==> src/rtl/alu_pkg.sv <==
// Shared opcode encodings, sequencer state type and command record for the
// accumulator ALU breadboard.
package alu_pkg;

  localparam int ALU_DW = 16;

  localparam logic [3:0] OP_NOOP  = 4'b0000;
  localparam logic [3:0] OP_RESET = 4'b0001;
  localparam logic [3:0] OP_ADD   = 4'b0010;
  localparam logic [3:0] OP_SUB   = 4'b0011;
  localparam logic [3:0] OP_MULT  = 4'b0100;
  localparam logic [3:0] OP_DIV   = 4'b0101;
  localparam logic [3:0] OP_AND   = 4'b0110;
  localparam logic [3:0] OP_OR    = 4'b0111;
  localparam logic [3:0] OP_XOR   = 4'b1000;
  localparam logic [3:0] OP_NOR   = 4'b1001;

  typedef enum logic [0:0] {
    IDLE  = 1'b0,
    STALL = 1'b1
  } seq_state_t;

  typedef struct packed {
    logic [3:0]        opcode;
    logic [ALU_DW-1:0] operand;
  } cmd_t;

  // Multi-cycle ALU operations that require the issue stage to wait.
  function automatic logic is_stall_op(input logic [3:0] op);
    return (op == OP_MULT) || (op == OP_DIV);
  endfunction

  function automatic logic is_legal_op(input logic [3:0] op);
    return op <= OP_NOR;
  endfunction

endpackage

==> src/rtl/alu_cmd_fifo.sv <==
// Circular command buffer; pointers carry an extra wrap bit so full and
// empty are distinguished without a separate counter.
module alu_cmd_fifo #(
  parameter int DEPTH = 4,
  parameter int W     = 20
) (
  input  logic                     clk,
  input  logic                     rst,
  input  logic                     clr,
  input  logic                     push,
  input  logic                     pop,
  input  logic [W-1:0]             wdata,
  output logic [W-1:0]             rdata,
  output logic                     full,
  output logic                     empty,
  output logic [$clog2(DEPTH):0]   fill
);

  localparam int AW = $clog2(DEPTH);

  logic [AW:0]  wr_q, wr_d;
  logic [AW:0]  rd_q, rd_d;
  logic [W-1:0] mem_q [DEPTH];
  logic         do_push_s;
  logic         do_pop_s;

  assign do_push_s = push && !full && !clr;
  assign do_pop_s  = pop && !empty && !clr;

  assign empty = (wr_q == rd_q);
  assign full  = (wr_q[AW] != rd_q[AW]) && (wr_q[AW-1:0] == rd_q[AW-1:0]);
  assign fill  = wr_q - rd_q;
  assign rdata = mem_q[rd_q[AW-1:0]];

  // Pointer next-state: clear wins over push/pop.
  always_comb begin
    wr_d = wr_q;
    rd_d = rd_q;
    if (clr) begin
      wr_d = '0;
      rd_d = '0;
    end else begin
      if (do_push_s) begin
        wr_d = wr_q + (AW+1)'(1);
      end else begin
        wr_d = wr_q;
      end
      if (do_pop_s) begin
        rd_d = rd_q + (AW+1)'(1);
      end else begin
        rd_d = rd_q;
      end
    end
  end

  // Pointer registers.
  always_ff @(posedge clk or negedge rst) begin
    if (!rst) begin
      wr_q <= '0;
      rd_q <= '0;
    end else begin
      wr_q <= wr_d;
      rd_q <= rd_d;
    end
  end

  // Storage array; contents are don't-care until written.
  always_ff @(posedge clk) begin
    if (do_push_s) begin
      mem_q[wr_q[AW-1:0]] <= wdata;
    end
  end

endmodule

==> src/rtl/alu_cmd_sequencer.sv <==
// Issue stage for the accumulator ALU: buffers commands and strobes at most one
// per cycle, stalling after MULT/DIV. Define ALU_SEQ_OPCODE_CHECK_EN to drop illegal opcodes.
module alu_cmd_sequencer
  import alu_pkg::*;
#(
  parameter int DEPTH     = 4,
  parameter int DW        = ALU_DW,
  parameter int STALL_CYC = 2
) (
  input  logic                   clk,
  input  logic                   rst,
  input  logic                   flush,
  input  logic                   run,
  input  logic                   cmd_valid,
  output logic                   cmd_ready,
  input  logic [3:0]             cmd_opcode,
  input  logic [DW-1:0]          cmd_operand,
  input  logic                   alu_busy,
  output logic                   alu_issue,
  output logic [3:0]             alu_opcode,
  output logic [DW-1:0]          alu_operand,
  output logic [$clog2(DEPTH):0] fill,
  output logic                   illegal_op
);

  localparam int CW = $clog2(STALL_CYC + 1);

  seq_state_t      state_q, state_d;
  logic [CW-1:0]   cnt_q, cnt_d;
  logic            issue_q, issue_d;
  logic [3:0]      opcode_q, opcode_d;
  logic [DW-1:0]   operand_q, operand_d;

  logic            full_s;
  logic            empty_s;
  logic            push_s;
  logic            pop_s;
  logic            slot_free_s;
  logic            legal_s;
  logic [DW+3:0]   head_s;
  logic [3:0]      head_op_s;
  logic [DW-1:0]   head_opnd_s;

  assign cmd_ready   = !full_s && !flush;
  assign push_s      = cmd_valid && cmd_ready;
  assign head_op_s   = head_s[DW+3:DW];
  assign head_opnd_s = head_s[DW-1:0];

  alu_cmd_fifo #(
    .DEPTH (DEPTH),
    .W     (DW + 4)
  ) u_fifo (
    .clk   (clk),
    .rst   (rst),
    .clr   (flush),
    .push  (push_s),
    .pop   (pop_s),
    .wdata ({cmd_opcode, cmd_operand}),
    .rdata (head_s),
    .full  (full_s),
    .empty (empty_s),
    .fill  (fill)
  );

`ifdef ALU_SEQ_OPCODE_CHECK_EN
  logic illegal_q, illegal_d;

  assign legal_s    = is_legal_op(head_op_s);
  assign illegal_op = illegal_q;

  // Sticky illegal flag, cleared only by flush or reset.
  always_comb begin
    illegal_d = illegal_q;
    if (flush) begin
      illegal_d = 1'b0;
    end else if (pop_s && !legal_s) begin
      illegal_d = 1'b1;
    end else begin
      illegal_d = illegal_q;
    end
  end

  // Illegal flag register.
  always_ff @(posedge clk or negedge rst) begin
    if (!rst) begin
      illegal_q <= 1'b0;
    end else begin
      illegal_q <= illegal_d;
    end
  end
`else
  assign legal_s    = 1'b1;
  assign illegal_op = 1'b0;
`endif

  // A stall ending this cycle frees the slot so the next pop is not delayed.
  assign slot_free_s = (state_q == IDLE) || ((cnt_q == '0) && !alu_busy);

  // FSM next-state, pop decision and output staging.
  always_comb begin
    state_d   = state_q;
    cnt_d     = cnt_q;
    pop_s     = 1'b0;
    issue_d   = 1'b0;
    opcode_d  = OP_NOOP;
    operand_d = '0;
    if (flush) begin
      state_d = IDLE;
      cnt_d   = '0;
    end else begin
      pop_s = run && !empty_s && slot_free_s;
      case (state_q)
        IDLE: begin
          state_d = IDLE;
        end
        STALL: begin
          if (cnt_q != '0) begin
            cnt_d = cnt_q - CW'(1);
          end else if (!alu_busy) begin
            state_d = IDLE;
          end else begin
            state_d = STALL;
          end
        end
        default: begin
          state_d = IDLE;
          cnt_d   = '0;
        end
      endcase
      if (pop_s) begin
        issue_d = legal_s;
        if (legal_s && is_stall_op(head_op_s)) begin
          state_d = STALL;
          cnt_d   = CW'(STALL_CYC);
        end else begin
          state_d = IDLE;
          cnt_d   = '0;
        end
      end else begin
        issue_d = 1'b0;
      end
      if (issue_d) begin
        opcode_d  = head_op_s;
        operand_d = head_opnd_s;
      end else begin
        opcode_d  = OP_NOOP;
        operand_d = '0;
      end
    end
  end

  // State, stall counter and registered ALU command outputs.
  always_ff @(posedge clk or negedge rst) begin
    if (!rst) begin
      state_q   <= IDLE;
      cnt_q     <= '0;
      issue_q   <= 1'b0;
      opcode_q  <= OP_NOOP;
      operand_q <= '0;
    end else begin
      state_q   <= state_d;
      cnt_q     <= cnt_d;
      issue_q   <= issue_d;
      opcode_q  <= opcode_d;
      operand_q <= operand_d;
    end
  end

  assign alu_issue   = issue_q;
  assign alu_opcode  = opcode_q;
  assign alu_operand = operand_q;

endmodule

==> config.mk <==
export PLATFORM = sky130hd
export DESIGN_NAME = alu_cmd_sequencer
export DESIGN_NICKNAME = d
export VERILOG_FILES = /design/src/rtl/alu_pkg.sv /design/src/rtl/alu_cmd_fifo.sv /design/src/rtl/alu_cmd_sequencer.sv
export SDC_FILE = /design/constraint.sdc
export NUM_CORES = 1
export LEC_CHECK = 0
export BUFFER_PORTS_ARGS = -buffer_cell sky130_fd_sc_hd__buf_2
export CORE_ASPECT_RATIO = 0.9
export CORE_MARGIN = 2
export CORE_UTILIZATION = 40
export CTS_CLUSTER_SIZE = 28
export DETAILED_ROUTE_END_ITERATION = 10
export PLACE_DENSITY = 0.6
export SETUP_SLACK_MARGIN = 0.1
export SLEW_MARGIN = 20
export SYNTH_ARGS = -nofsm -noshare
export SYNTH_HDL_FRONTEND = slang
export SYNTH_HIERARCHICAL = 1
export SYNTH_SLANG_ARGS = --single-unit
==> constraint.sdc <==
create_clock -name clk -period 5.9 [get_ports clk]
set_clock_uncertainty 0.05 [all_clocks]
set_input_delay 1.18 -clock clk [delete_from_list [all_inputs] [get_ports clk]]
set_output_delay 1.18 -clock clk [all_outputs]
set_load 0.01 [all_outputs]
==> results.md, run 1 <==
* Status: finished clean
* Drt first pass iters at 4
* Sequential fraction of the synthesis area at 72.83%
* Setup TNS at 0 ns
* RePlAce Congestion at 0.7271
* Pleak at 1.897 nW
* CTS tree: yes
* Area of the multi-input gates at 1084 um^2
* Peak supply drop at 128.2 uV
* Post-DP HPWL at 4.545 mm
* Die width at 113.7 um
* Async SR Flop Fraction at 27.27%
* GRT Total Usage at 13.23%
* Post_cts resized at 0
* Layout cells sized above 1 at 32.09%
* P&R area growth vs syn at 15.38%
* Post-route minimum period at 3.719 ns
* Worst-path clk slew at 0.07 ns
* Postcts setup bufs at 0
* Final core utilization at 46.79%
* Dpl ws at 2.157 ns
* MaxCap Viol Count at 0
* Top FF cell, synth: edfxtp_1
* Global-route wire length before repair at 11.40 mm
* FP Rows at 36
* Worst-Margin Slew at 1.043 ns
* YS warnings at 6
* PwrDens at 348.6 nW/um^2
* Die Span Y at 102.7 um
* Hold WC Path Type: flip-flop to flip-flop
* EDFF count, synth at 80
* Final setup viols at 0
* Nets@finish at 326
* Cell Area, Synth at 4329 um^2
* I/O Buffers at 50
* Diodes inserted at 0
* Unrepaired setup endpoints after global routing: no
* Yosys cell types at 41
* Period utilization at 63.03%
* Gr ovfl total at 0
* Hold Vio Cnt, Final at 0
* Vias in the first global route at 2124
* Seq cells post-synth at 110
* Worst-path fanout max at 23
* Initial antenna violation count at 0
* Hold Buf Count CTS at 0
* Pin count of the biggest net entering global routing at 31
* FF/Latch Area at 3153 um^2
* Clock Path Buffers at 2
* CTS Buf Count at 9
* PnR worst setup slack at 2.181 ns
* WL/cell at 17.17 um
* CTS sink count at 110
* Initial Util at 40.55%
* Slew Viols, Final at 0
* Crit Path Class: flip-flop to flip-flop
* Clock root buffer: clkbuf_16
* Relative slew margins at 30.47%
* DRC at 0
* Layout fillers at 923
* CP Data Required Time at 5.81 ns
* Worst reg2reg setup slack at 2.18 ns
* Total Power at 1.741 mW
* Initial DRC Count at 81
* CP Launch Type: flip-flop
* Die area at 11670 um^2
* Worst-skew pair later-pin latency at 0.34 ns
* Synthesized area per cell at 18.27 um^2
* Syn nets at 272
* DR vias/cell at 4.974
* Cell count after synthesis at 237
* H-tree Lvls at 3
* CORE AREA at 10680 um^2
* Routed vias at 2134
* Top-level I/O count at 52
* Final wirelength at 7.366 mm
* Hold slack at 0.4799 ns
* ANT nets after route at 0
* CP arrival at 3.62 ns
* Crit end category: flip-flop
* FMAX at 268.9 MHz
[critical path: stages (launching register included)]
cell and delay, ns:
dfrtp_1 0.32, buf_4 0.31, inv_1 0.16, ha_1 0.36, nand2_1 0.28, or2_1 0.21
inv_1 0.08, nor2_1 0.11, and2_1 0.22, nor2b_1 0.32, and3_1 0.91
[through the flow]
stage,instance area (um^2),cells
after floorplan,4329,237
after global placement,4707,413
after detailed placement,4707,413
after CTS,4992,429
after global routing,4995,429
final,4995,429
[power breakdown]
part | switching, mW | internal, mW | leakage (nW) | total, mW
Combinational | 0.158 | 0.134 | 0.629 | 0.292
Clock | 0.268 | 0.303 | 0.130 | 0.571
Sequential | 0.0116 | 0.867 | 1.14 | 0.878
Total | 0.438 | 1.30 | 1.90 | 1.74
[Yosys cell counts (all sizes together), types with 2 or more instances]
cell     n  share of area (%)
edfxtp  80                 55
nand2    7               0.61
nand3    4               0.46
a32oi    2               0.40
inv      9               0.78
nor3b    2               0.35
and3     4               0.58
mux4    20                 10
dfrtp   30                 17
nor2b    3               0.43
a211o    2               0.40
and2    21                3.0
nand4b   2               0.40
buf      8                1.4
or4      2               0.35
and2b    2               0.38
nor2     5               0.43
clkbuf   2               0.17
a31oi    2               0.29
a21oi    6               0.78
nand2b   2               0.29
ha       8                2.3
[state kept, by name (all words and copies together), names as in the netlist]
signal	cells
alu_issue	1
state_q	1
alu_operand	16
cnt_q	2
u_fifo/mem_q	80
u_fifo/wr_q	3
u_fifo/rd_q	3
alu_opcode	4
[path summary, 6_finish.rpt]
check / from / to / depth (start not counted)
max: u_fifo/rd_q[1]$_DFFE_PN0P_ / u_fifo/mem_q[0][9]$_DFFE_PP_ / 10
min: cnt_q[0]$_DFFE_PN0P_ / cnt_q[0]$_DFFE_PN0P_ / 3
max reg2reg: u_fifo/rd_q[1]$_DFFE_PN0P_ / u_fifo/mem_q[0][9]$_DFFE_PP_ / 10
min reg2reg: cnt_q[0]$_DFFE_PN0P_ / cnt_q[0]$_DFFE_PN0P_ / 3
max in group asynchronous: rst / alu_operand[5]$_DFF_PN0_ / 1
min in group asynchronous: rst / alu_operand[13]$_DFF_PN0_ / 1
[logic make-up after synthesis]
| kind of cell | Yosys count | synth area share (%) |
|---|---|---|
| adder cells (fa/ha/maj) | 9 | 2.775 |
| buffers and inverters | 19 | 2.312 |
| AO/OA/AOI/OAI | 15 | 2.457 |
| flip-flops | 110 | 72.83 |
| other | 1 | 0.08662 |
| XOR/XNOR | 2 | 0.5782 |
| multiplexers | 21 | 10.66 |
| AND/OR/NAND/NOR | 60 | 8.295 |
[cell type report]
type	count	area share, %
flip-flops and latches	110	63.13
repair buffers	53	5.461
clock inverters	5	0.8517
clock buffers	11	4.860
well taps	133	3.332
inverters	9	0.6764
multi-input cells	108	21.69
[routing by layer]
layer,vias to the layer above,wire length [um],track usage (%),part of all wire (%)
met4,0,81,5.629,1.1
met2,35,3851,22.80,52
met3,7,184,2.293,2.5
li1,1006,-,-,-
met5,-,0,0,0
met1,1086,3248,16.82,44
[placed cells by master (no fill, tap or decap), drive strengths merged, types with 3 or more instances in the layout]
cell and n:
inv 11, clkinvlp 3, mux4 20, nor2b 3, nand2 7, and2 21
a21oi 6, dfrtp 30, nor2 5, and3 4, buf 53, edfxtp 80
nand3 4, ha 8, clkbuf 11
Note: power is estimated with default switching activity, not from simulation.
==> run 2: changes to the inputs <==
Settings changed: ABC_AREA set to 1.
Clock period 5.9 ns to 3.65 ns, I/O delays scaled along.
==> results.md, run 2 <==
* Clock Path Buffers at 2 (unchanged)
* Die area at 12060 um^2 (+3.3%)
* Period utilization at 76.13% (+13 points)
* PnR worst setup slack at 0.8713 ns (-1.310 ns)
* CTS Buf Count at 9 (unchanged)
* Slowest CP cell: nor3b_1
* ANT nets after route at 0 (unchanged)
* Crit path cell chain: inv_1 -> ha_1 -> nand2_1 -> clkinv_2 -> nand3_4 -> inv_2 -> nor3b_1 -> nand3_2 -> nor2_2 -> buf_4
* Post-route minimum period at 2.779 ns (-0.9398 ns)
* Die Span Y at 104.4 um (+1.6%)
* CP arrival at 2.74 ns (-0.88 ns)
* EDFF count, synth at 80 (unchanged)
* Final wirelength at 8.081 mm (+9.7%)
* Internal power at 1.937 mW (+49%)
* Layout cells sized above 1 at 26.25% (-5.8 points)
* Commonest cells after routing, fill and taps aside: 80 x edfxtp_1, 50 x buf_2, 44 x nor2_1, 40 x inv_1, 38 x o21ai_1
* Pin count of the biggest net entering global routing at 44 (+42%)
* Gr ovfl total at 0 (unchanged)
* Dpl ws at 0.9163 ns (-1.240 ns)
* I/O Buffers at 50 (unchanged)
* Yosys top cell area share at 53.65% (-1.8 points)
* GRT Total Usage at 14.12% (+0.88 points)
* Seq cells post-synth at 110 (unchanged)
* Clock root buffer: clkbuf_16
* Top FF cell, synth: edfxtp_1
* DR vias/cell at 4.720 (-5.1%)
* Hold Vio Cnt, Final at 0 (unchanged)
* Global-route wire length before repair at 12.96 mm (+14%)
* Relative slew margins at 51.45% (+21 points)
* Setup TNS at 0 ns (unchanged)
* Status: finished clean
* CP Launch Type: flip-flop
* PwrDens at 471.5 nW/um^2 (+35%)
* Nets@finish at 449 (+38%)
* RePlAce Congestion at 0.8258 (+14%)
* Postcts setup bufs at 0 (unchanged)
* Initial DRC Count at 123 (+52%)
* Post-DP HPWL at 5.103 mm (+12%)
* Slew Viols, Final at 0 (unchanged)
* Pleak at 2.192 nW (+16%)
* Crit path max-delay family: simple AND/OR/NAND/NOR gates
* Drt first pass iters at 4 (unchanged)
* Initial antenna violation count at 0 (unchanged)
* Peak supply drop at 354.9 uV (+180%)
* Bufs and invs on worst path at 4 (+1)
* WL/cell at 14.15 um (-18%)
* Dpl cell area at 4888 um^2 (+3.9%)
* Clock network power share at 39.2% (+6.4 points)
* Yosys cell types at 28 (-32%)
* CTS sink count at 110 (unchanged)
* Final setup viols at 0 (unchanged)
* Async SR Flop Fraction at 27.27% (unchanged)
* Initial Util at 41.25% (+0.70 points)
* Routed vias at 2695 (+26%)
* Finished Cell Area at 5187 um^2 (+3.9%)
* Vias in the first global route at 2585 (+22%)
* Max stage delay on crit path at 0.57 ns (-0.34 ns)
* Cell Area, Synth at 4478 um^2 (+3.4%)
* Seq pwr share at 56.0% (+5.6 points)
* Crit Path Class: flip-flop to flip-flop
* Top cells by count, synth: 80 x edfxtp_1, 48 x nor2_1, 40 x inv_1
* CP Data Required Time at 3.61 ns (-2.20 ns)
* Post_cts resized at 0 (unchanged)
* Die width at 115.5 um (+1.6%)
* Hold Buf Count CTS at 0 (unchanged)
* Syn nets at 397 (+46%)
* H-tree Lvls at 3 (unchanged)
* P&R area growth vs syn at 15.84%
* YS warnings at 6 (unchanged)
* Area contributors post-synth: edfxtp_1 54%, dfrtp_1 17%, o21ai_1 4.2%
* Comb pwr share at 4.8% (-12 points)
* Synthesized area per cell at 12.37 um^2 (-32%)
* Unrepaired setup endpoints after global routing: no
* Cell count after synthesis at 362 (+53%)
* CTS tree: yes
* Most common cell after layout, fill and taps aside: edfxtp_1
* Top-level I/O count at 52 (unchanged)
* DRC at 0 (unchanged)
* Worst-path fanout max at 20 (-13%)
* Sequential fraction of the synthesis area at 70.41% (-2.4 points)
* Diodes inserted at 0 (unchanged)
* Count leader, synth: edfxtp_1
* Worst-path clk slew at 0.07 ns (about the same)
* Max reg flops at 80 (unchanged)
* NetSw at 0.5084 mW (+16%)
* Worst-skew pair later-pin latency at 0.33 ns (about the same)
* Largest area contributor in the netlist: edfxtp_1
* FMAX at 359.9 MHz (+34%)
* Worst-Margin Slew at 0.7271 ns (-0.3158 ns)
* Crit end category: flip-flop
* MaxCap Viol Count at 0 (unchanged)
* Switching part of the total power at 20.79% (-4.4 points)
* Hold WC Path Type: input pin to asynchronous set/reset pin
* FP Rows at 36 (unchanged)
* CORE AREA at 10860 um^2 (+1.7%)
==> run 2: cell types whose count changed after synthesis, sizes merged, moves of 10 or more <==
cell   previous run  this run
o22ai             0        20
nand3             4        14
mux4             20         0
nand2             7        27
inv               9        44
and2             21         0
o21ai             0        41
nor2              5        68
==> run 2: cell type report <==
| cell class | instances | area [um^2] |
|---|---|---|
| Timing Repair Buffer | 57 | 302.8 |
| Clock buffer | 10 | 229.0 |
| Sequential cell | 110 | 3153 |
| Inverter | 46 | 173.9 |
| Clock inverter | 6 | 70.07 |
| Tap cell | 152 | 190.2 |
| Fill cell | 981 | 5668 |
| Multi-Input combinational cell | 190 | 1069 |
==> run 2: per-stage QoR <==
stage | instances | util (%) | hold slack, ns | power [mW]
3_5_place_dp | 555 | 45.03 | 0.4745 | 1.517
5_1_grt | 571 | 47.79 | 0.4419 | 2.538
6_report | 571 | 47.79 | 0.3933 | 2.446
3_3_place_gp | 555 | 45.03 | 0.4397 | 1.514
4_1_cts | 571 | 47.79 | 0.4132 | 2.474
2_1_floorplan | 362 | - | 0.3844 | 1.465
==> run 2: metal layers <==
layer | track usage (%) | wire [um] | up-vias
li1 | - | - | 1336
met1 | 17.90 | 3669 | 1291
met2 | 23.56 | 3968 | 57
met4 | 5.680 | 143 | 0
met3 | 2.797 | 299 | 11
met5 | 0 | 0 | -
==> run 2: final timing paths <==
path / from / to / slack (ns) / cells after the start
max in group asynchronous: rst / alu_opcode[1]$_DFF_PN0_ / 2.69 / 1
min in group clk: cnt_q[0]$_DFFE_PN0P_ / cnt_q[0]$_DFFE_PN0P_ / 0.48 / 2
worst min-delay path: rst / alu_operand[6]$_DFF_PN0_ / 0.39 / 1
worst max-delay path: u_fifo/wr_q[0]$_DFFE_PN0P_ / u_fifo/mem_q[0][17]$_DFFE_PP_ / 0.87 / 10
worst max register to register: u_fifo/wr_q[0]$_DFFE_PN0P_ / u_fifo/mem_q[0][17]$_DFFE_PP_ / 0.87 / 10
worst min register to register: cnt_q[0]$_DFFE_PN0P_ / cnt_q[0]$_DFFE_PN0P_ / 0.48 / 2
==> run 2: power by group through the flow <==
stage                     Clock [mW]  Combinational (mW)  Sequential [mW]
after global placement             0               0.117             1.40
after detailed placement           0               0.119             1.40
final                          0.958               0.117             1.37
after floorplan                    0              0.0648             1.40
after global routing            1.03               0.135             1.37
after CTS                      0.983               0.120             1.37
==> run 2: logic make-up (layout without fill, tap and decap cells) <==
kind of cell	count (synthesis)	after routing	share of synthesized area (%)
xor gates and xnor gates	1	1	0.1956
and+or+nand+nor	117	117	13.19
DFF	110	110	70.41
AOI/OAI and AO/OA	62	62	7.488
adders and majority gates	9	9	2.682
other	1	1	0.08374
buffers and inverters	62	119	5.951
